## src/rtl/write_reg_pipe.sv

```systemverilog
// EX/MEM and MEM/WB write-register tracking with operand forwarding selects,
// load-use stall detection and a saturating stall-cycle counter.
module write_reg_pipe #(
    parameter int AW = 5
) (
    input  logic          clk,
    input  logic          reset,
    input  logic [AW-1:0] ex_waddr,
    input  logic          ex_regwrite,
    input  logic          ex_memread,
    input  logic [AW-1:0] ex_rs,
    input  logic [AW-1:0] ex_rt,
    input  logic [AW-1:0] id_rs,
    input  logic [AW-1:0] id_rt,
    input  logic          id_uses_rt,
    input  logic          flush,
    input  logic          freeze,
    output logic [AW-1:0] mem_waddr,
    output logic [AW-1:0] wb_waddr,
    output logic          mem_regwrite,
    output logic          wb_regwrite,
    output logic          mem_memread,
    output logic [1:0]    fwd_a,
    output logic [1:0]    fwd_b,
    output logic          load_use_stall,
    output logic [7:0]    stall_cnt
);

    logic [AW-1:0] r_mem_waddr, r_wb_waddr;
    logic          r_mem_we, r_wb_we, r_mem_rd;
    logic [7:0]    r_stall_cnt;
    logic          w_valid_wr;
    logic          w_lu_match;
    logic          w_stall;

    // Writes to register 0 are architecturally discarded, so never qualify them.
    assign w_valid_wr = ex_regwrite && (ex_waddr != '0);
    assign w_lu_match = (ex_waddr == id_rs) || (id_uses_rt && (ex_waddr == id_rt));
    assign w_stall    = ex_memread && w_valid_wr && !flush && w_lu_match;

    always_ff @(posedge clk or negedge reset) begin
        if (!reset) begin
            r_mem_waddr <= '0;
            r_mem_we    <= 1'b0;
            r_mem_rd    <= 1'b0;
            r_wb_waddr  <= '0;
            r_wb_we     <= 1'b0;
            r_stall_cnt <= 8'd0;
        end else if (!freeze) begin
            r_mem_waddr <= ex_waddr;
            r_mem_we    <= w_valid_wr && !flush;
            r_mem_rd    <= ex_memread && !flush;
            r_wb_waddr  <= r_mem_waddr;
            r_wb_we     <= r_mem_we;
            if (w_stall && (r_stall_cnt != 8'hFF))
                r_stall_cnt <= r_stall_cnt + 8'd1;
        end
    end

    // MEM has priority over WB; loads in MEM are covered by the stall, so no memread gating.
    always_comb begin
        fwd_a = 2'b00;
        if (r_mem_we && (r_mem_waddr == ex_rs))     fwd_a = 2'b10;
        else if (r_wb_we && (r_wb_waddr == ex_rs))  fwd_a = 2'b01;
    end

    always_comb begin
        fwd_b = 2'b00;
        if (r_mem_we && (r_mem_waddr == ex_rt))     fwd_b = 2'b10;
        else if (r_wb_we && (r_wb_waddr == ex_rt))  fwd_b = 2'b01;
    end

    assign mem_waddr      = r_mem_waddr;
    assign wb_waddr       = r_wb_waddr;
    assign mem_regwrite   = r_mem_we;
    assign wb_regwrite    = r_wb_we;
    assign mem_memread    = r_mem_rd;
    assign load_use_stall = w_stall;
    assign stall_cnt      = r_stall_cnt;

endmodule

```

## config.mk

```make
export PLATFORM = sky130hd
export DESIGN_NAME = write_reg_pipe
export DESIGN_NICKNAME = d
export VERILOG_FILES = /design/src/rtl/write_reg_pipe.sv
export SDC_FILE = /design/constraint.sdc
export NUM_CORES = 1
export LEC_CHECK = 0
export CORE_MARGIN = 2
export CORE_UTILIZATION = 35
export CTS_CLUSTER_SIZE = 24
export DETAILED_ROUTE_END_ITERATION = 16
export GPL_ROUTABILITY_DRIVEN = 0
export PLACE_DENSITY = 0.78
export SLEW_MARGIN = 20
export SYNTH_ARGS = -nofsm -noshare
export SYNTH_HDL_FRONTEND = slang
export SYNTH_SLANG_ARGS = --single-unit
```

## constraint.sdc

```tcl
create_clock -name clk -period 3.2 [get_ports clk]
set_clock_uncertainty 0.1 [all_clocks]
set_input_delay 0.96 -clock clk [delete_from_list [all_inputs] [get_ports clk]]
set_output_delay 0.96 -clock clk [all_outputs]
set_load 0.02 [all_outputs]
```

* Word level (Yosys, flattened, before mapping)
Index checks and enable logic that the tools add are counted.
Storage, ports and cells: register bits 21, output and inout bits 26
Operators by class: add/sub/neg operators 1, equal/unequal tests 7, muxes and demuxes 4, bitwise gates (word level) 1, reductions and logical operators 16
Operator list (count):
- 5-bit == test | 6
- 1-bit logical AND | 12
- 8-bit by 1-bit adder with 8-bit output, second input constant | 1
- 8-bit inequality test, second input constant | 1
- 5-bit nonzero test | 1
- 2-bit two-way mux | 2
- 1-bit two-way mux | 2
- 2-bit AND reduction | 1
- 1-bit zero test | 1
- 1-bit logical OR | 1
- 1-bit NOT | 1

* Logic depth before layout (Yosys ltp)
Gate-level depths: netlist (run 1).
depth after elaboration 7, gate-level depth with buffers 6, mapped depth without buffers 6

* Least setup slack after synthesis (run 1)
No wires, ideal clock.
path kind in2out, from input ex_waddr[4], to output load_use_stall, data arrival time 2.259 ns, data required time 2.140 ns, slack -0.119 ns, stages 4, cells stage by stage xnor2_1 -> nand3_1 -> o22ai_4 -> nor4b_1
Between the ends: word-level cells in the longest chain between the ends 5
RTL lines:
- start: declaration | line 8 | input logic [AW-1:0] ex_waddr,
- 5-bit nonzero test | line 37 | assign w_valid_wr = ex_regwrite && (ex_waddr != '0);
- 1-bit logical AND | line 37
- 1-bit logical AND (2 in series) | line 39 | assign w_stall = ex_memread && w_valid_wr && !flush && w_lu_match;
- 1-bit logical AND * | line 39
- end: declaration | line 25 | output logic load_use_stall,
Mark *: on every way between the ends. The rest lies on a longest branch, timed or not.

* Final worst setup path (run 1)
from input ex_waddr[2], to output load_use_stall
The elaborated chain is that of the path after synthesis.

==> impl_metrics.tcl, run 1 <==
set metrics [dict create \
    antenna_found_initial 0 \
    wl_per_cell_um 14.1 \
    required_ns 2.14 \
    period_minus_slack_ns 3.16 \
    ys_ff_latch 21 \
    cp-end-kind "primary output" \
    ctsHoldBuffers 0 \
    fmax_ghz 0.316 \
    cp_cell_sequence "buf_6 > buf_6 > or4_4 > o21ai_4 > nor4b_4 > buf_4" \
    row_count 21 \
    die_w_um 64.3 \
    grt_pass1_vias 1185 \
    postPlaceCellArea_um2 2000 \
    dp_hpwl_mm 2.69 \
    critPathBufInv 3 \
    path_clk_slew_ns 0.11 \
    slowest_delay_ns 0.52 \
    r2r_setup_slack_ns 1.46 \
    vias_per_cell 4.74 \
    cp_max_fo 3 \
    cp.arrival_ns 2.10 \
    power_w 0.000675 \
    synth_top_cell_by_area "dfrtp_1" \
    overflow 0 \
    grt_pass1_wl_mm 5.46 \
    cts_root_buffer "clkbuf_4" \
    syn_inst 114 \
    grt_max_degree 22 \
    slew_headroom 0.778 \
    clock_sinks 21 \
    synthFlopType "dfrtp_1" \
    min_to "mem_memread" \
    rr_startpoint "stall_cnt[0]" \
    whs_path_depth 1 \
    core_um2 3420 \
    syn_area_um2 1270 \
    finalCritPeriodShare 0.989 \
    synth_cell_type_count 26 \
    synth_top_cell_area_share 0.413 \
    netlist_top_cells_area "dfrtp_1 (41%), xnor2_1 (14%), xor2_1 (11%)" \
    syn-num-nets 147 \
    die-area_um2 4130 \
    cpMostUsedCell "buf_6" \
    drive_gt1_frac 0.287 \
    area_growth_pct 60.1 \
    synth.top_cells.by_count "dfrtp_1 (21), xnor2_1 (21), xor2_1 (16)" \
    cellPowerDensity_nw_per_um2 331 \
    cts_buffers 3 \
    drc 0 \
    die_y_um 64.3 \
    finalHoldViolCount 0 \
    drv_cap 0 \
    nets 222 \
    final-setup-viol-count 0 \
    postLayoutCellArea_um2 2040 \
    vias 1109 \
    worstMarginPinSlew_ns 0.330 \
    antenna_cells 0 \
    status "finished, final reports clean" \
    clockBufferDepth 2 \
    htree_levels 1 \
    async_reset_ff_frac 1.00 \
    ir_worst_vdd_mv 0.161 \
    ys_seq_area_frac 0.413 \
    ant_nets 0 \
    initial_utilization 0.373 \
    drtIter0Drc 19 \
    clkLatencyLatePin_ns 0.29 \
    startpoint_type "input pin" \
    critPathTopFamily "simple AND/OR/NAND/NOR gates" \
    portBuffers 57 \
    first_pass_iters 4 \
    cp_slowest_cell "or4_4" \
    synth-edff-count 0 \
    p_leak_nw 0.899 \
    worstHoldStart "mem_memread" \
    report.final.slew_viol_count 0 \
    hold_class "register to register" \
    routed_wl_mm 3.30 \
    grt.total_usage 0.165 \
    cts_tree "yes" \
    critical_path_class "input pin to primary output" \
    syn_avg_cell_area_um2 11.2 \
    ff2ff_path_depth 6 \
    reg2reg_to "stall_cnt[1]" \
    pin_count 58 \
    yosysWarnings 0 \
]
==> area by class of cell <==
cell class | count | area (um2)
flip-flops and latches | 21 | 526
inverters | 1 | 3.75
fillers | 313 | 1380
clock buffers | 3 | 22.5
well taps | 46 | 57.6
repair buffers | 72 | 633
multi-input cells | 90 | 790
clock inverters | 1 | 5.00
==> worst reg2reg max path, stage by stage (launching register included) <==
cell and delay [ns]:
dfrtp_1 0.43, ha_1 0.23, nand3_1 0.08, o21ai_0 0.30
nor2_4 0.11, nand2_4 0.10, mux2_4 0.29
==> how the worst max path moves through the flow <==
stage           startpoint        endpoint  slack [ns]  depth (start not counted)
3_3_place_gp   ex_waddr[2]  load_use_stall       -0.74                          6
5_1_grt           id_rs[1]  load_use_stall       -0.03                          6
4_1_cts           id_rt[0]  load_use_stall       -0.05                          6
6_report       ex_waddr[2]  load_use_stall        0.04                          6
3_5_place_dp   ex_waddr[4]  load_use_stall       -0.80                          6
2_1_floorplan  ex_waddr[4]  load_use_stall        0.15                          4
==> sequential cells by signal, indices dropped and copies added (netlist names) <==
| register | count |
|---|---|
| stall_cnt | 8 |
| mem_waddr | 5 |
| wb_waddr | 5 |
| mem_memread | 1 |
| mem_regwrite | 1 |
| wb_regwrite | 1 |
==> power by group <==
part	switching (W)	internal (W)	total, W
combinational	0.000103	0.000128	0.000231
clock	0.0000774	0.0000465	0.000124
sequential	0.0000322	0.000287	0.000319
==> placed cells by master (no fill, tap or decap), types with 2 or more instances in the layout <==
cell,n
dlygate4sd2_1,14
buf_2,3
nand4_1,3
nand3_1,8
xor2_1,15
clkbuf_4,4
clkdlybuf4s50_1,27
mux2_2,11
xnor2_2,2
xnor2_1,19
nor2_1,5
clkbuf_2,3
clkdlybuf4s15_1,4
nand2_1,5
and3_1,3
nor4_2,2
buf_6,2
nor4_1,2
dfrtp_1,21
buf_4,17
==> stage by stage <==
step	TNS, ns	setup WS, ns	instances	hold WS (ns)	util
global route	-0.0309	-0.0309	234	0.438	0.596
CTS	-0.0461	-0.0461	233	0.409	0.588
floorplan	0	0.153	114	0.499	-
finish	0	0.0367	234	0.403	0.596
detailed placement	-3.22	-0.798	229	0.381	0.586
global placement	-2.98	-0.741	229	0.372	0.586
==> logic make-up (layout without fill, tap and decap cells) <==
kind of cell    count (synthesis)  after routing  share of synthesized area
buf+inv                         3             77                    0.00982
fa+ha+maj                       1              1                    0.00983
simple gates                   35             35                      0.159
mux                            12             12                      0.109
flops                          21             21                      0.413
compound gates                  5              5                     0.0443
xor+xnor                       37             37                      0.255
==> what timing repair did <==
item,in CTS,in global routing
hold endpoints to repair,0,0
endpoints found under the setup margin,5,4
pin swaps,22,20
resized for setup,59,20
buffers inserted,0,1
==> metal layers <==
metal	routed length, um	vias up	GRT usage
met3	221	2	0.0405
met5	0	-	0
met2	1670	46	0.303
met4	10	0	0.0372
li1	-	541	-
met1	1400	520	0.193
Note: power is estimated with default switching activity, not from simulation.
==> run 2: changes to the inputs <==
- ABC_AREA: default -> 1
- CTS_CLUSTER_SIZE: 24 -> 8
- GPL_ROUTABILITY_DRIVEN: 0 -> 1
- PLACE_DENSITY: 0.78 -> 0.76
==> run 2 against run 1 <==
Against the previous run:
- area after synthesis increased by 12%
- clock power increased by 38%
- fmax increased by 0.16%
- via count grew 32%
- synthesized cell count is 78% higher
- first-iteration DRC count increased by 140%
- total power is 3.2% higher
- setup slack better by 0.0051 ns
- non-clock buffer count shrank 4
- sequential cell count did not move
- register-to-register slack gained 0.17 ns
==> impl_metrics.tcl, run 2 <==
set metrics [dict create \
    status "finished, final reports clean" \
    n_fill_cell 393 \
    min_to "mem_memread" \
    clkLatencyLatePin_ns 0.26 \
    synth_top_cell_by_area "dfrtp_1" \
    wl_per_cell_um 10.9 \
    finalHoldViolCount 0 \
    worstHoldStart "mem_memread" \
    synth_cell_type_count 25 \
    ys_ff_latch 21 \
    syn_inst 203 \
    antenna_found_initial 0 \
    final_util 0.560 \
    cp-end-kind "primary output" \
    die_w_um 67.9 \
    rr_startpoint "stall_cnt[0]" \
    layout_common_cells "nand2_1 (82), clkdlybuf4s50_1 (31), dfrtp_1 (21), inv_1 (19)" \
    yosysMostFrequentCell "nand2_1" \
    drv_cap 0 \
    required_ns 2.14 \
    synth.top_cells.by_count "nand2_1 (82), dfrtp_1 (21), inv_1 (20)" \
    critical_path_class "input pin to primary output" \
    cts_buffers 3 \
    synthFlopType "dfrtp_1" \
    syn-num-nets 236 \
    preCtsSetupSlack_ns -0.537 \
    largest_reg_flops 8 \
    ir_worst_vdd_mv 0.203 \
    drc 0 \
    use_met3 0.0280 \
    report.final.slew_viol_count 0 \
    htree_levels 1 \
    cts_tree "yes" \
    period_minus_slack_ns 3.16 \
    r2r_setup_slack_ns 1.63 \
    grt_pass1_wl_mm 5.69 \
    ant_nets 0 \
    final-setup-viol-count 0 \
    cts_root_buffer "clkbuf_8" \
    busiest_layer "met2" \
    first_pass_iters 4 \
    area_growth_pct 55.8 \
    synth_top_cell_area_share 0.368 \
    cp_max_fo 2 \
    final_common_cell "nand2_1" \
    cp.arrival_ns 2.10 \
    whs_path_depth 2 \
    grt_use_met1 0.205 \
    reg2reg_to "stall_cnt[3]" \
    worstMarginPinSlew_ns 0.502 \
    slew_headroom 0.664 \
    setup.worst_path.start "id_rs[4]" \
    drive_gt1_frac 0.176 \
    yosysWarnings 0 \
    dp_hpwl_mm 2.85 \
    synth-edff-count 0 \
    vias 1469 \
    clock_sinks 21 \
    row_count 23 \
    cellPowerDensity_nw_per_um2 313 \
    nets 307 \
    syn_area_um2 1430 \
    path_clk_slew_ns 0.08 \
    grt.total_usage 0.160 \
    p_leak_nw 1.19 \
    startpoint_type "input pin" \
    async_reset_ff_frac 1.00 \
    die_y_um 67.9 \
    portBuffers 57 \
    drtIter0Drc 45 \
    die-area_um2 4610 \
    place_congestion 0.777 \
    ff2ff_path_depth 7 \
    pin_count 58 \
    grt_max_degree 22 \
    grt_pass1_vias 1313 \
    grt_use_met2 0.278 \
    core_um2 3970 \
    netlist_top_cells_area "dfrtp_1 (37%), nand2_1 (22%), xor2_1 (8.0%)" \
    placedCellCount 318 \
    initial_utilization 0.360 \
    stdcell_count 323 \
    routed_wl_mm 3.52 \
    rsz0062_at_grt "yes" \
    fmax_ghz 0.317 \
    overflow 0 \
    finalCritPeriodShare 0.987 \
    ys_seq_area_frac 0.368 \
    hold_class "register to register" \
    syn_avg_cell_area_um2 7.04 \
    antenna_cells 0 \
    worst_slack_ns 0.0418 \
    vias_per_cell 4.55 \
    clockBufferDepth 2 \
]
[run 2: cell types whose count changed after synthesis, moves of 5 or more]
cell,previous run,this run
mux2_2,11,0
a21oi_1,0,5
o21ai_0,1,9
nand2_1,5,82
inv_2,0,8
inv_1,1,20
nor2_1,5,10
xnor2_1,21,5
[run 2: where the power goes]
group,switching (W),total [W],internal [W]
clock network,0.0000841,0.000171,0.0000866
registers,0.0000250,0.000309,0.000285
logic,0.000112,0.000216,0.000104
[run 2: final cells by class]
cell class,count,area [um2],area share
multi-input cells,152,840,0.377
repair buffers,68,647,0.291
flip-flops and latches,21,526,0.236
inverters,28,105,0.0472
well taps,50,62.6,0.0281
clock buffers,3,41.3,0.0185
clock inverters,1,5.00,0.00225
[run 2: what timing repair did]
action                     in CTS  in global routing
pin swaps                       6                  7
hold buffers                    0                  0
gates resized for setup        44                 12
setup endpoints to repair       5                  3
setup buffers                   1                  0
[run 2: routing by layer]
layer / wire, um / share of wire
met5: 0 / 0
met4: 25 / 0.0071
met3: 259 / 0.074
met2: 1700 / 0.48
met1: 1540 / 0.44
[run 2: cells by family (layout without fill, tap and decap cells)]
group / count (synthesis) / after routing / synth area share
AND/OR/NAND/NOR: 113 / 113 / 0.357
flip-flops: 21 / 21 / 0.368
adder cells (fa/ha/maj): 1 / 1 / 0.00876
XOR/XNOR: 18 / 18 / 0.110
buffers and inverters: 30 / 100 / 0.0788
AO/OA/AOI/OAI: 20 / 20 / 0.0771
[run 2: critical path, cell delays in order]
cell and delay, ns:
clkdlybuf4s50_1 0.47, inv_1 0.04, nand2_1 0.05, nand2_1 0.06
nor2_2 0.12, nand3_2 0.07, nand2_2 0.08, and2_4 0.14
buf_6 0.11
[run 2: how the worst max path moves through the flow]
| stage | endpoint | slack (ns) | depth (start not counted) |
|---|---|---|---|
| after CTS | load_use_stall | 0.001 | 9 |
| after floorplan | fwd_a[0] | 0.23 | 3 |
| after global placement | load_use_stall | -0.51 | 9 |
| final | load_use_stall | 0.04 | 9 |
| after detailed placement | load_use_stall | -0.54 | 9 |
| after global routing | load_use_stall | -0.04 | 9 |
[run 2: through the flow]
step | power, W | area, um2 | hold WS, ns | TNS, ns
finish | 0.000696 | 2230 | 0.399 | 0
global route | 0.000742 | 2230 | 0.429 | -0.0387
CTS | 0.000707 | 2190 | 0.407 | 0
detailed placement | 0.000534 | 2140 | 0.384 | -2.38
global placement | 0.000529 | 2140 | 0.367 | -2.26
floorplan | 0.000412 | 1440 | 0.493 | 0
==> run 3: changes to the inputs <==
- CORE_UTILIZATION: 35 -> 25
- HOLD_SLACK_MARGIN: default -> 0.06
- PLACE_DENSITY: 0.76 -> default
==> run 3 against run 2 <==
Against the previous run:
- via count down 2.2%
- sequential power is essentially flat
- design area rose by 0.79%
- clock power barely moved
- fmax grew 2.3%
- critical path type unchanged
==> impl_metrics.tcl, run 3 (same netlist as run 2, synthesis figures left out) <==
set metrics [dict create \
    wl_per_cell_um 10.3 \
    cts_tree "yes" \
    fin_hold_ws_ns 0.407 \
    layout_common_cells "nand2_1 (82), clkdlybuf4s50_1 (30), dfrtp_1 (21), inv_1 (19), buf_4 (15)" \
    drtIter0Drc 58 \
    fmax_ghz 0.324 \
    slew_headroom 0.724 \
    ir_worst_vdd_mv 0.148 \
    required_ns 2.14 \
    antenna_found_initial 0 \
    place_congestion 0.795 \
    grt_pass1_vias 1360 \
    seqCellArea_um2 526 \
    antenna_cells 0 \
    multi_input_area_um2 822 \
    overflow 0 \
    clkLatencyLatePin_ns 0.26 \
    portBuffers 57 \
    worst_slack_ns 0.113 \
    vias_per_cell 4.17 \
    die_y_um 79.6 \
    cp_max_fo 2 \
    final-setup-viol-count 0 \
    routed_wl_mm 3.55 \
    grt.total_usage 0.119 \
    initial_utilization 0.259 \
    drc 0 \
    clockBufferDepth 2 \
    path_clk_slew_ns 0.08 \
    tns_ns 0 \
    preCtsSetupSlack_ns -0.543 \
    htree_levels 1 \
    nets 307 \
    row_count 27 \
    finalHoldViolCount 0 \
    postPlaceCellArea_um2 2170 \
    die_w_um 79.6 \
    area_growth_pct 57.0 \
    dp_hpwl_mm 2.93 \
    drive_gt1_frac 0.161 \
    rsz0062_at_grt "no" \
    clock_sinks 21 \
    drv_cap 0 \
    cellPowerDensity_nw_per_um2 309 \
    cts_root_buffer "clkbuf_8" \
    largest_reg_flops 8 \
    startpoint_type "input pin" \
    cts_buffers 3 \
    final_common_cell "nand2_1" \
    vias 1437 \
    grt_max_degree 22 \
    postLayoutCellArea_um2 2240 \
    report.final.slew_viol_count 0 \
    n_fill_cell 581 \
    cp-end-kind "primary output" \
    hold_class "register to register" \
    pin_count 58 \
    die-area_um2 6340 \
    worstMarginPinSlew_ns 0.413 \
    placedCellCount 340 \
    period_minus_slack_ns 3.09 \
    p_leak_nw 1.19 \
    core_um2 5510 \
    status "finished, final reports clean" \
    ant_nets 0 \
    first_pass_iters 4 \
    critical_path_class "input pin to primary output" \
    finalCritPeriodShare 0.965 \
    cp.arrival_ns 2.03 \
    stdcell_count 345 \
    grt_pass1_wl_mm 6.11 \
]
run 3: cell count changes in the layout (fill, tap and decap cells not counted):
cell | before | now
o2111ai_2 | 1 | 0
a21oi_2 | 2 | 1
clkdlybuf4s50_1 | 31 | 30
nand3_2 | 4 | 3
nor2_2 | 1 | 0
nor2_1 | 9 | 10
dlymetal6s2s_1 | 9 | 10
nand3_1 | 3 | 4
buf_4 | 13 | 15
a21oi_1 | 3 | 4
o2111ai_1 | 0 | 1
buf_2 | 2 | 0
run 3: worst paths after layout:
kind	endpoint	slack, ns	start	depth (start not counted)
min in group asynchronous	wb_waddr[2]	0.95	reset	2
setup / recovery	fwd_b[0]	0.11	ex_rt[2]	6
max in group asynchronous	mem_regwrite	1.84	reset	2
setup reg to reg	stall_cnt[6]	1.65	stall_cnt[0]	7
hold / removal	mem_memread	0.41	mem_memread	2
hold reg to reg	mem_memread	0.41	mem_memread	2
run 3: layer usage:
| metal | wire length (um) | part of all wire | GRT usage |
|---|---|---|---|
| met2 | 1630 | 0.46 | 0.203 |
| met3 | 269 | 0.076 | 0.0192 |
| met4 | 31 | 0.0087 | 0.0362 |
| met1 | 1620 | 0.46 | 0.155 |
| met5 | 0 | 0 | 0 |
run 3: per-stage QoR:
| stage | total power [W] | util |
|---|---|---|
| after floorplan | 0.000412 | - |
| after global placement | 0.000533 | 0.394 |
| after detailed placement | 0.000535 | 0.394 |
| after CTS | 0.000704 | 0.402 |
| after global routing | 0.000741 | 0.407 |
| final | 0.000693 | 0.407 |
run 3: what timing repair did:
action | CTS | global route
resized for setup | 44 | 11
setup endpoints to repair | 5 | 5
pin swaps | 5 | 8
buffers inserted | 1 | 0
hold buffers | 0 | 0
run 3: area by class of cell:
class	instances	share of cell area
inverters	28	0.0468
clock inverters	1	0.00223
well taps	72	0.0402
flip-flops and latches	21	0.234
repair buffers	68	0.292
clock buffers	3	0.0184
multi-input cells	152	0.366
run 3: where the power goes:
| part | switching, W | internal, W |
|---|---|---|
| Clock | 0.0000849 | 0.0000866 |
| Combinational | 0.000108 | 0.000104 |
| Sequential | 0.0000253 | 0.000284 |
| Total | 0.000218 | 0.000475 |
run 3: critical path: stages:
cell and delay, ns:
clkdlybuf4s50_1 0.46, xor2_1 0.16, nor2_1 0.11, nand4_1 0.09, nor2_1 0.11, buf_4 0.15
